**src/rtl/ihex_pkg.sv**
```systemverilog
// Shared constants and state encoding for the Intel-HEX streaming loader.
package ihex_pkg;

    localparam logic [7:0] REC_DATA   = 8'h00;
    localparam logic [7:0] REC_EOF    = 8'h01;
    localparam logic [7:0] REC_ESA    = 8'h02;
    localparam logic [7:0] REC_ELA    = 8'h04;
    localparam logic [7:0] CHAR_COLON = 8'h3A;

    typedef enum logic [3:0] {
        S_IDLE,
        S_LEN_H, S_LEN_L,
        S_ADR3, S_ADR2, S_ADR1, S_ADR0,
        S_TYP_H, S_TYP_L,
        S_DAT_H, S_DAT_L,
        S_CS_H, S_CS_L
    } state_t;

endpackage

```
**src/rtl/ihex_nibble_dec.sv**
```systemverilog
// Combinational ASCII to hex-nibble decoder; accepts 0-9, A-F and a-f.
module ihex_nibble_dec (
    input  logic [7:0] ch,
    output logic       is_hex,
    output logic [3:0] nibble
);

    // Letters share the low nibble layout: 'A'/'a' = x1 maps to 10.
    always_comb begin
        is_hex = 1'b0;
        nibble = 4'h0;
        if ((ch >= 8'h30) && (ch <= 8'h39)) begin
            is_hex = 1'b1;
            nibble = ch[3:0];
        end else if (((ch >= 8'h41) && (ch <= 8'h46)) || ((ch >= 8'h61) && (ch <= 8'h66))) begin
            is_hex = 1'b1;
            nibble = ch[3:0] + 4'd9;
        end else begin
            is_hex = 1'b0;
            nibble = 4'h0;
        end
    end

endmodule

```
**src/rtl/ihex_loader.sv**
```systemverilog
// Streaming Intel-HEX parser emitting ROM byte writes and sticky status flags.
// Define IHEX_EXT_ADDR_EN to honour type 02/04 extended address records.
module ihex_loader #(
    parameter int ADDR_W = 15,
    parameter int CNT_W  = 16
) (
    input  logic              clk,
    input  logic              rst_n,
    input  logic              dl_active,
    input  logic              in_valid,
    input  logic [7:0]        in_data,
    output logic              mem_we,
    output logic [ADDR_W-1:0] mem_addr,
    output logic [7:0]        mem_data,
    output logic              eof,
    output logic              csum_err,
    output logic              fmt_err,
    output logic              range_err,
    output logic [CNT_W-1:0]  rec_count
);
    import ihex_pkg::*;

    state_t      state_r;
    logic [3:0]  hi_r;
    logic [7:0]  len_r;
    logic [15:0] rec_addr_r;
    logic [7:0]  typ_r;
    logic [7:0]  idx_r;
    logic [7:0]  sum_r;
    logic        dl_prev_r;

    logic        is_hex_s;
    logic [3:0]  nib_s;
    logic [7:0]  byte_s;
    logic [7:0]  sum_next_s;
    logic [19:0] offset_s;
    logic [19:0] wr_addr_s;
    logic        in_range_s;
    logic        dl_rise_s;
    logic        accept_s;

    ihex_nibble_dec u_dec (
        .ch     (in_data),
        .is_hex (is_hex_s),
        .nibble (nib_s)
    );

    assign byte_s     = {hi_r, nib_s};
    assign sum_next_s = sum_r + byte_s;
    assign wr_addr_s  = {4'h0, rec_addr_r + {8'h00, idx_r}} + offset_s;
    assign in_range_s = ((wr_addr_s >> ADDR_W) == 20'h00000);
    assign dl_rise_s  = dl_active & ~dl_prev_r;
    assign accept_s   = dl_active & dl_prev_r & in_valid;

`ifdef IHEX_EXT_ADDR_EN
    logic [15:0] ext_data_r;
    logic [19:0] offset_r;

    // Extended base captured from the payload, committed only on a verified checksum
    always_ff @(posedge clk or negedge rst_n) begin
        if (!rst_n) begin
            ext_data_r <= 16'h0000;
            offset_r   <= 20'h00000;
        end else if (dl_rise_s) begin
            offset_r   <= 20'h00000;
        end else if (accept_s && is_hex_s) begin
            if (state_r == S_DAT_L) begin
                ext_data_r <= {ext_data_r[7:0], byte_s};
            end else if ((state_r == S_CS_L) && (sum_next_s == 8'h00)) begin
                if (typ_r == REC_ESA) begin
                    offset_r <= {ext_data_r, 4'h0};
                end else if (typ_r == REC_ELA) begin
                    offset_r <= {ext_data_r[3:0], 16'h0000};
                end else begin
                    offset_r <= offset_r;
                end
            end else begin
                ext_data_r <= ext_data_r;
            end
        end else begin
            ext_data_r <= ext_data_r;
        end
    end

    assign offset_s = offset_r;
`else
    assign offset_s = 20'h00000;
`endif

    // Record parser FSM with registered write strobe and sticky status
    always_ff @(posedge clk or negedge rst_n) begin
        if (!rst_n) begin
            state_r    <= S_IDLE;
            hi_r       <= 4'h0;
            len_r      <= 8'h00;
            rec_addr_r <= 16'h0000;
            typ_r      <= 8'h00;
            idx_r      <= 8'h00;
            sum_r      <= 8'h00;
            dl_prev_r  <= 1'b0;
            mem_we     <= 1'b0;
            mem_addr   <= {ADDR_W{1'b0}};
            mem_data   <= 8'h00;
            eof        <= 1'b0;
            csum_err   <= 1'b0;
            fmt_err    <= 1'b0;
            range_err  <= 1'b0;
            rec_count  <= {CNT_W{1'b0}};
        end else begin
            dl_prev_r <= dl_active;
            mem_we    <= 1'b0;
            if (!dl_active) begin
                state_r <= S_IDLE;
            end else if (dl_rise_s) begin
                state_r   <= S_IDLE;
                eof       <= 1'b0;
                csum_err  <= 1'b0;
                fmt_err   <= 1'b0;
                range_err <= 1'b0;
                rec_count <= {CNT_W{1'b0}};
            end else if (in_valid) begin
                // Any non-hex character inside a record, ':' included, aborts it
                if ((state_r != S_IDLE) && !is_hex_s) begin
                    fmt_err <= 1'b1;
                    state_r <= S_IDLE;
                end else begin
                    case (state_r)
                        S_IDLE: begin
                            if (in_data == CHAR_COLON) begin
                                sum_r   <= 8'h00;
                                idx_r   <= 8'h00;
                                state_r <= S_LEN_H;
                            end else begin
                                state_r <= S_IDLE;
                            end
                        end
                        S_LEN_H: begin hi_r <= nib_s; state_r <= S_LEN_L; end
                        S_LEN_L: begin len_r <= byte_s; sum_r <= sum_next_s; state_r <= S_ADR3; end
                        S_ADR3:  begin hi_r <= nib_s; state_r <= S_ADR2; end
                        S_ADR2:  begin rec_addr_r[15:8] <= byte_s; sum_r <= sum_next_s; state_r <= S_ADR1; end
                        S_ADR1:  begin hi_r <= nib_s; state_r <= S_ADR0; end
                        S_ADR0:  begin rec_addr_r[7:0] <= byte_s; sum_r <= sum_next_s; state_r <= S_TYP_H; end
                        S_TYP_H: begin hi_r <= nib_s; state_r <= S_TYP_L; end
                        S_TYP_L: begin
                            typ_r   <= byte_s;
                            sum_r   <= sum_next_s;
                            state_r <= (len_r == 8'h00) ? S_CS_H : S_DAT_H;
                        end
                        S_DAT_H: begin hi_r <= nib_s; state_r <= S_DAT_L; end
                        S_DAT_L: begin
                            sum_r <= sum_next_s;
                            idx_r <= idx_r + 8'd1;
                            if (typ_r == REC_DATA) begin
                                if (in_range_s) begin
                                    mem_we   <= 1'b1;
                                    mem_addr <= wr_addr_s[ADDR_W-1:0];
                                    mem_data <= byte_s;
                                end else begin
                                    range_err <= 1'b1;
                                end
                            end else begin
                                mem_we <= 1'b0;
                            end
                            state_r <= ((idx_r + 8'd1) == len_r) ? S_CS_H : S_DAT_H;
                        end
                        S_CS_H:  begin hi_r <= nib_s; state_r <= S_CS_L; end
                        S_CS_L: begin
                            state_r <= S_IDLE;
                            if (sum_next_s == 8'h00) begin
                                if (rec_count != {CNT_W{1'b1}}) begin
                                    rec_count <= rec_count + {{(CNT_W-1){1'b0}}, 1'b1};
                                end else begin
                                    rec_count <= rec_count;
                                end
                                if (typ_r == REC_EOF) begin
                                    eof <= 1'b1;
                                end else begin
                                    eof <= eof;
                                end
                            end else begin
                                csum_err <= 1'b1;
                            end
                        end
                        default: state_r <= S_IDLE;
                    endcase
                end
            end else begin
                state_r <= state_r;
            end
        end
    end

endmodule

```
**config.mk**
```make
export PLATFORM = sky130hd
export DESIGN_NAME = ihex_loader
export DESIGN_NICKNAME = d
export VERILOG_FILES = /design/src/rtl/ihex_pkg.sv /design/src/rtl/ihex_nibble_dec.sv /design/src/rtl/ihex_loader.sv
export SDC_FILE = /design/constraint.sdc
export NUM_CORES = 1
export LEC_CHECK = 0
export CAP_MARGIN = 20
export CORE_UTILIZATION = 30
export DETAILED_ROUTE_END_ITERATION = 10
export DONT_BUFFER_PORTS = 1
export SLEW_MARGIN = 20
export SYNTH_ARGS = -nofsm -noshare
export SYNTH_HDL_FRONTEND = slang
export SYNTH_SLANG_ARGS = --single-unit
```
**constraint.sdc**
```tcl
create_clock -name clk -period 3.9 [get_ports clk]
set_clock_uncertainty 0.1 [all_clocks]
set_input_delay 0.195 -clock clk [delete_from_list [all_inputs] [get_ports clk]]
set_output_delay 0.195 -clock clk [all_outputs]
set_load 0.1 [all_outputs]
```
==> impl_metrics.toml, run 1 <==
[outcome]
status = "completed"

[sta]
tns_ps = 0
slew_viol_final = 0
setup_slack_ps = 484.0
finalCritPeriodShare_pct = 87.59
slew_headroom_pct = 35.06
hold_violations = 0
max_freq_ghz = 0.2927
layout_min_cycle_time_ps = 3416
setup_viol = 0
whs_ps = 86.12
max_slew.worst_pin.slew_ps = 974.1
rsz0062_at_grt = "no"

[setup_path]
r2r_setup_slack_ps = 530
worstRegToRegCells = 8
critPathCaptureType = "flop"
criticalPathCategory = "input port to flop"
worstPathMaxFanout = 23
crit_arrival_ps = 3590
crit_path_start_kind = "input port"
required_ps = 4070
r2r_end = "mem_data[2]"
reg2reg_from = "idx_r[2]"

[floorplan]
start_util_pct = 30.94
core_area_sq_um = 18960
fp.dieArea_sq_um = 20120
io_pins = 56
row_count = 50
die_x_um = 141.8
die_h_um = 141.8

[final_layout]
final_core_util_pct = 34.93
nNetsFinal = 607
area_delta_synth_final_pct = 12.88
diodes = 0
regArea_sq_um = 2527
layout_commonest_cell = "dfrtp_1"
final_cell_mix = "dfrtp_1, nand2_1, mux2_2"
multi_input_area_sq_um = 3196
fillers = 1838
final_layout_size_suffix_gt1_share_pct = 19.58

[flow_run]
maxCapViolations = 0

[synth]
ys_seq_area_share_pct = 43.09
synth_top_cell_by_area = "dfrtp_1"
yosysTopAreaCellShare_pct = 43.09
synth_cell_types = 71
async_flop_share_pct = 100.0
avgSynthCellArea_sq_um = 10.61
ys_warn_count = 0
netlist_area_sq_um = 5866
synth_cells = 553
syn_nets = 588
ys_ff_latch = 101
yosys_most_used_dff = "dfrtp_1"
ys_top_cells_by_area = "dfrtp_1, mux2_2, mux2_4"
synth_edf_count = 0

[clock_tree]
numCtsBuffers = 9
cts_sinks = 101
worstSkewPairLatency_ps = 350
clock_path_buffers = 2
cts_tree = "built"
h-tree-depth = 3
clkSlewWorstSetupHoldPaths_ps = 70
clockRootBuffer = "clkbuf_16"
cts_resized = 0

[routing]
vias = 4373
drtIter0Drc = 350
postRouteAntennaNets = 0
wirelength_um = 13900
dr.pass1.iters = 4
drc = 0
viasPerCell = 5.225
wl_per_cell_um = 16.60

[placed_design]
dpl_worst_slack_ps = 101.0
gp_congestion = 0.8347
dp_hpwl_um = 9827
portBuffers = 0

[global_routing]
grt_antenna_before_repair = 0
grt_use_total_pct = 14.21
grt_max_degree = 102
grt_overflow = 0
grt_pass1_vias = 4275
grt_pass1_wl_um = 22350

[pwr]
p_leak_uw = 0.003117
p_per_area_nw_per_um2 = 303.2
vdd_drop_max_mv = 0.1398

[worst_hold_path]
hold_depth = 2
min_from = "dl_active"
min_path_type = "input port to flop"
hold_end = "range_err"
-- worst max-delay path by stage --
stage	cells past startpoint	to	startpoint	slack, ps
detailed placement	11	rec_count[1]	in_data[7]	100
global route	11	rec_count[0]	in_data[7]	190
floorplan	16	rec_count[13]	in_data[0]	470
global placement	16	rec_count[13]	in_data[0]	290
finish	11	rec_count[1]	in_data[7]	480
CTS	8	mem_data[2]	idx_r[2]	460
-- flip-flops by register name, summed over array words and instances, names as in the netlist --
name        cells
len_r           8
mem_data        8
mem_addr       15
typ_r           8
fmt_err         1
csum_err        1
state_r         4
mem_we          1
idx_r           8
rec_addr_r     16
range_err       1
eof             1
dl_prev_r       1
rec_count      16
sum_r           8
hi_r            4
-- synth_stat cells, types with 5 or more instances --
cell / instances
o21ai_0: 14
nor2b_1: 7
xor2_1: 7
nand2_1: 56
clkbuf_1: 10
inv_1: 15
nor3_1: 15
nand2b_1: 19
mux2_2: 36
nor4_1: 5
ha_1: 21
a31oi_1: 9
mux2i_1: 13
xnor2_1: 21
mux2_4: 19
a21o_1: 5
o31ai_1: 13
nand4_1: 13
nand3_1: 19
dfrtp_1: 101
a41o_1: 6
and3_1: 8
a21oi_1: 17
nor2_1: 28
o21a_1: 5
-- layout make-up --
type,instances,area share [%]
Timing Repair Buffer,27,3.477
Tap cell,260,4.913
Multi-Input combinational cell,418,48.26
Clock buffer,12,3.874
Inverter,15,0.8503
Sequential cell,101,38.17
Clock inverter,4,0.4535
-- kinds of logic after synthesis --
| family | synth area share, % |
|---|---|
| XOR/XNOR | 4.586 |
| adder cells (fa/ha/maj) | 5.162 |
| flip-flops | 43.09 |
| buffers and inverters | 2.624 |
| multiplexers | 14.23 |
| AND/OR/NAND/NOR | 18.47 |
| AO/OA/AOI/OAI | 11.84 |
-- critical path, stage by stage --
cell       delay (ps)
nor4b_1           320
o311a_2           330
nor2_1            100
nor2_1            460
ha_1              400
nand3_1           120
o2111ai_1         120
a21oi_1           260
xor3_1            770
nand3_1           270
mux2i_1           230
-- metrics by stage --
step                      std cells  area (sq um)  total power [uW]
after floorplan                 553          5866              1108
after global placement          817          6275              1119
after detailed placement        817          6275              1122
after CTS                       837          6619              2032
after global routing            837          6621              2085
final                           837          6621              2007
-- what timing repair did --
item / in CTS / in global routing
hold buffers: 4 / 0
setup buffers: 0 / 0
endpoints found under the setup margin: 0 / 0
endpoints found under the hold margin: 104 / 0
-- where the power goes --
part           internal, uW  total, uW  switching [uW]
Sequential             1050       1050            1.83
Combinational          21.9       79.1            57.2
Clock                   472        879             407
Total                  1540       2010             466
-- layer usage --
| layer | global-route usage, % | routed length [um] | up-vias | share of wire, % |
|---|---|---|---|---|
| met5 | 0 | 0 | - | 0 |
| met4 | 7.301 | 374 | 0 | 2.7 |
| met3 | 2.295 | 578 | 26 | 4.2 |
| met2 | 23.70 | 6669 | 113 | 48 |
| met1 | 17.72 | 6275 | 2155 | 45 |
| li1 | - | - | 2079 | - |
No activity file was read; power rests on OpenSTA's default activity.
==> run 2: changes to the inputs <==
- CORE_ASPECT_RATIO: default -> 2
==> impl_metrics.toml, run 2 (same netlist as run 1, synthesis figures left out) <==
[sta]
slew_headroom_pct = 34.64
slew_viol_final = 0
setup_slack_ps = 492.8
tns_ps = 0
setup_viol = 0
layout_min_cycle_time_ps = 3407
rsz0062_at_grt = "no"
max_slew.worst_pin.slew_ps = 980.4
hold_violations = 0
finalCritPeriodShare_pct = 87.36
max_freq_ghz = 0.2935

[floorplan]
die_x_um = 100.9
die_h_um = 199.7
fp.dieArea_sq_um = 20150
row_count = 72
core_area_sq_um = 19280
start_util_pct = 30.43
io_pins = 56

[final_layout]
nNetsFinal = 615
layout_commonest_cell = "dfrtp_1"
fillers = 1960
top_regs = "rec_addr_r x16, rec_count x16, mem_addr x15"
diodes = 0
final_cell_mix = "dfrtp_1, nand2_1, mux2_2"
area_delta_synth_final_pct = 14.57
final_core_util_pct = 34.86
final_layout_size_suffix_gt1_share_pct = 20.68

[clock_tree]
numCtsBuffers = 9
worstSkewPairLatency_ps = 350
clock_path_buffers = 2
h-tree-depth = 3
cts_tree = "built"
clkSlewWorstSetupHoldPaths_ps = 70
clockRootBuffer = "clkbuf_16"
cts_sinks = 101
cts_setup_buffers = 0

[setup_path]
worstPathMaxFanout = 23
r2r_setup_slack_ps = 600
critPathCaptureType = "flop"
r2r_end = "mem_addr[14]"
crit_arrival_ps = 3550
reg2reg_from = "idx_r[3]"
crit_path_start_kind = "input port"
criticalPathCategory = "input port to flop"
worstRegToRegCells = 8
required_ps = 4040

[worst_hold_path]
hold_end = "mem_we"
min_path_type = "input port to flop"
min_from = "dl_active"
hold_depth = 2

[pwr]
p_total_uw = 2085
vdd_drop_max_mv = 0.2418
p_leak_uw = 0.003178
p_per_area_nw_per_um2 = 310.3

[global_routing]
grt_max_degree = 102
grt_overflow = 0
grt_pass1_wl_um = 23840
grt_pass1_vias = 4609
grt_antenna_before_repair = 0
grt_use_total_pct = 15.70

[routing]
viasPerCell = 5.214
wl_per_cell_um = 17.76
drtIter0Drc = 255
postRouteAntennaNets = 0
dr.pass1.iters = 4
wirelength_um = 14990
vias = 4401
drc = 0

[flow_run]
maxCapViolations = 0

[placed_design]
dp_hpwl_um = 11290
portBuffers = 0
dpl_worst_slack_ps = 149.8
gp_congestion = 0.8822

[outcome]
status = "completed"
## run 2: worst max-delay path by stage
stage | cells after the start | start | to | slack, ps
2_1_floorplan | 16 | in_data[0] | rec_count[13] | 470
3_3_place_gp | 12 | in_data[7] | rec_count[10] | 210
3_5_place_dp | 12 | in_data[7] | rec_count[1] | 150
4_1_cts | 12 | in_data[7] | rec_count[1] | 500
5_1_grt | 12 | in_data[7] | rec_count[1] | 350
6_report | 12 | in_data[7] | rec_count[11] | 490
## run 2: repair_timing
action	4_1_cts	5_1_grt
hold endpoints to repair	103	0
hold buffers	4	0
gates resized for setup	0	0
## run 2: metrics by stage
step	instance area (sq um)	cells	hold slack [ps]
floorplan	5866	553	-200.6
global placement	6339	823	-196.3
detailed placement	6339	823	-196.9
CTS	6709	843	13.15
global route	6720	844	31.07
finish	6720	844	24.23
## run 2: report_power, final
group          internal [uW]  total [uW]  switching (uW)
clock                    515         952             437
combinational           26.3        84.4            58.1
sequential              1050        1050            1.62
## run 2: layout make-up
| class | instances | area (sq um) | area share, % |
|---|---|---|---|
| multi-input cells | 418 | 3193 | 47.51 |
| flip-flops and latches | 101 | 2527 | 37.61 |
| well taps | 259 | 324.1 | 4.822 |
| repair buffers | 35 | 306.5 | 4.562 |
| clock buffers | 9 | 225.2 | 3.351 |
| clock inverters | 7 | 87.58 | 1.303 |
| inverters | 15 | 56.30 | 0.8378 |
## run 2: critical path, cell delays in order
cell,delay [ps]
nor4b_1,300
o311a_2,320
nor2_1,90
nor2_1,690
ha_1,430
o21ai_0,250
a2111oi_0,110
a311oi_1,360
and4_1,300
buf_12,170
a31oi_1,90
a41o_1,210
## run 2: per-layer routing
layer  track usage, %  routed length (um)
met2            30.42                8499
met4            11.00                 861
met3            3.029                 559
met1            14.19                5066
met5                0                   0
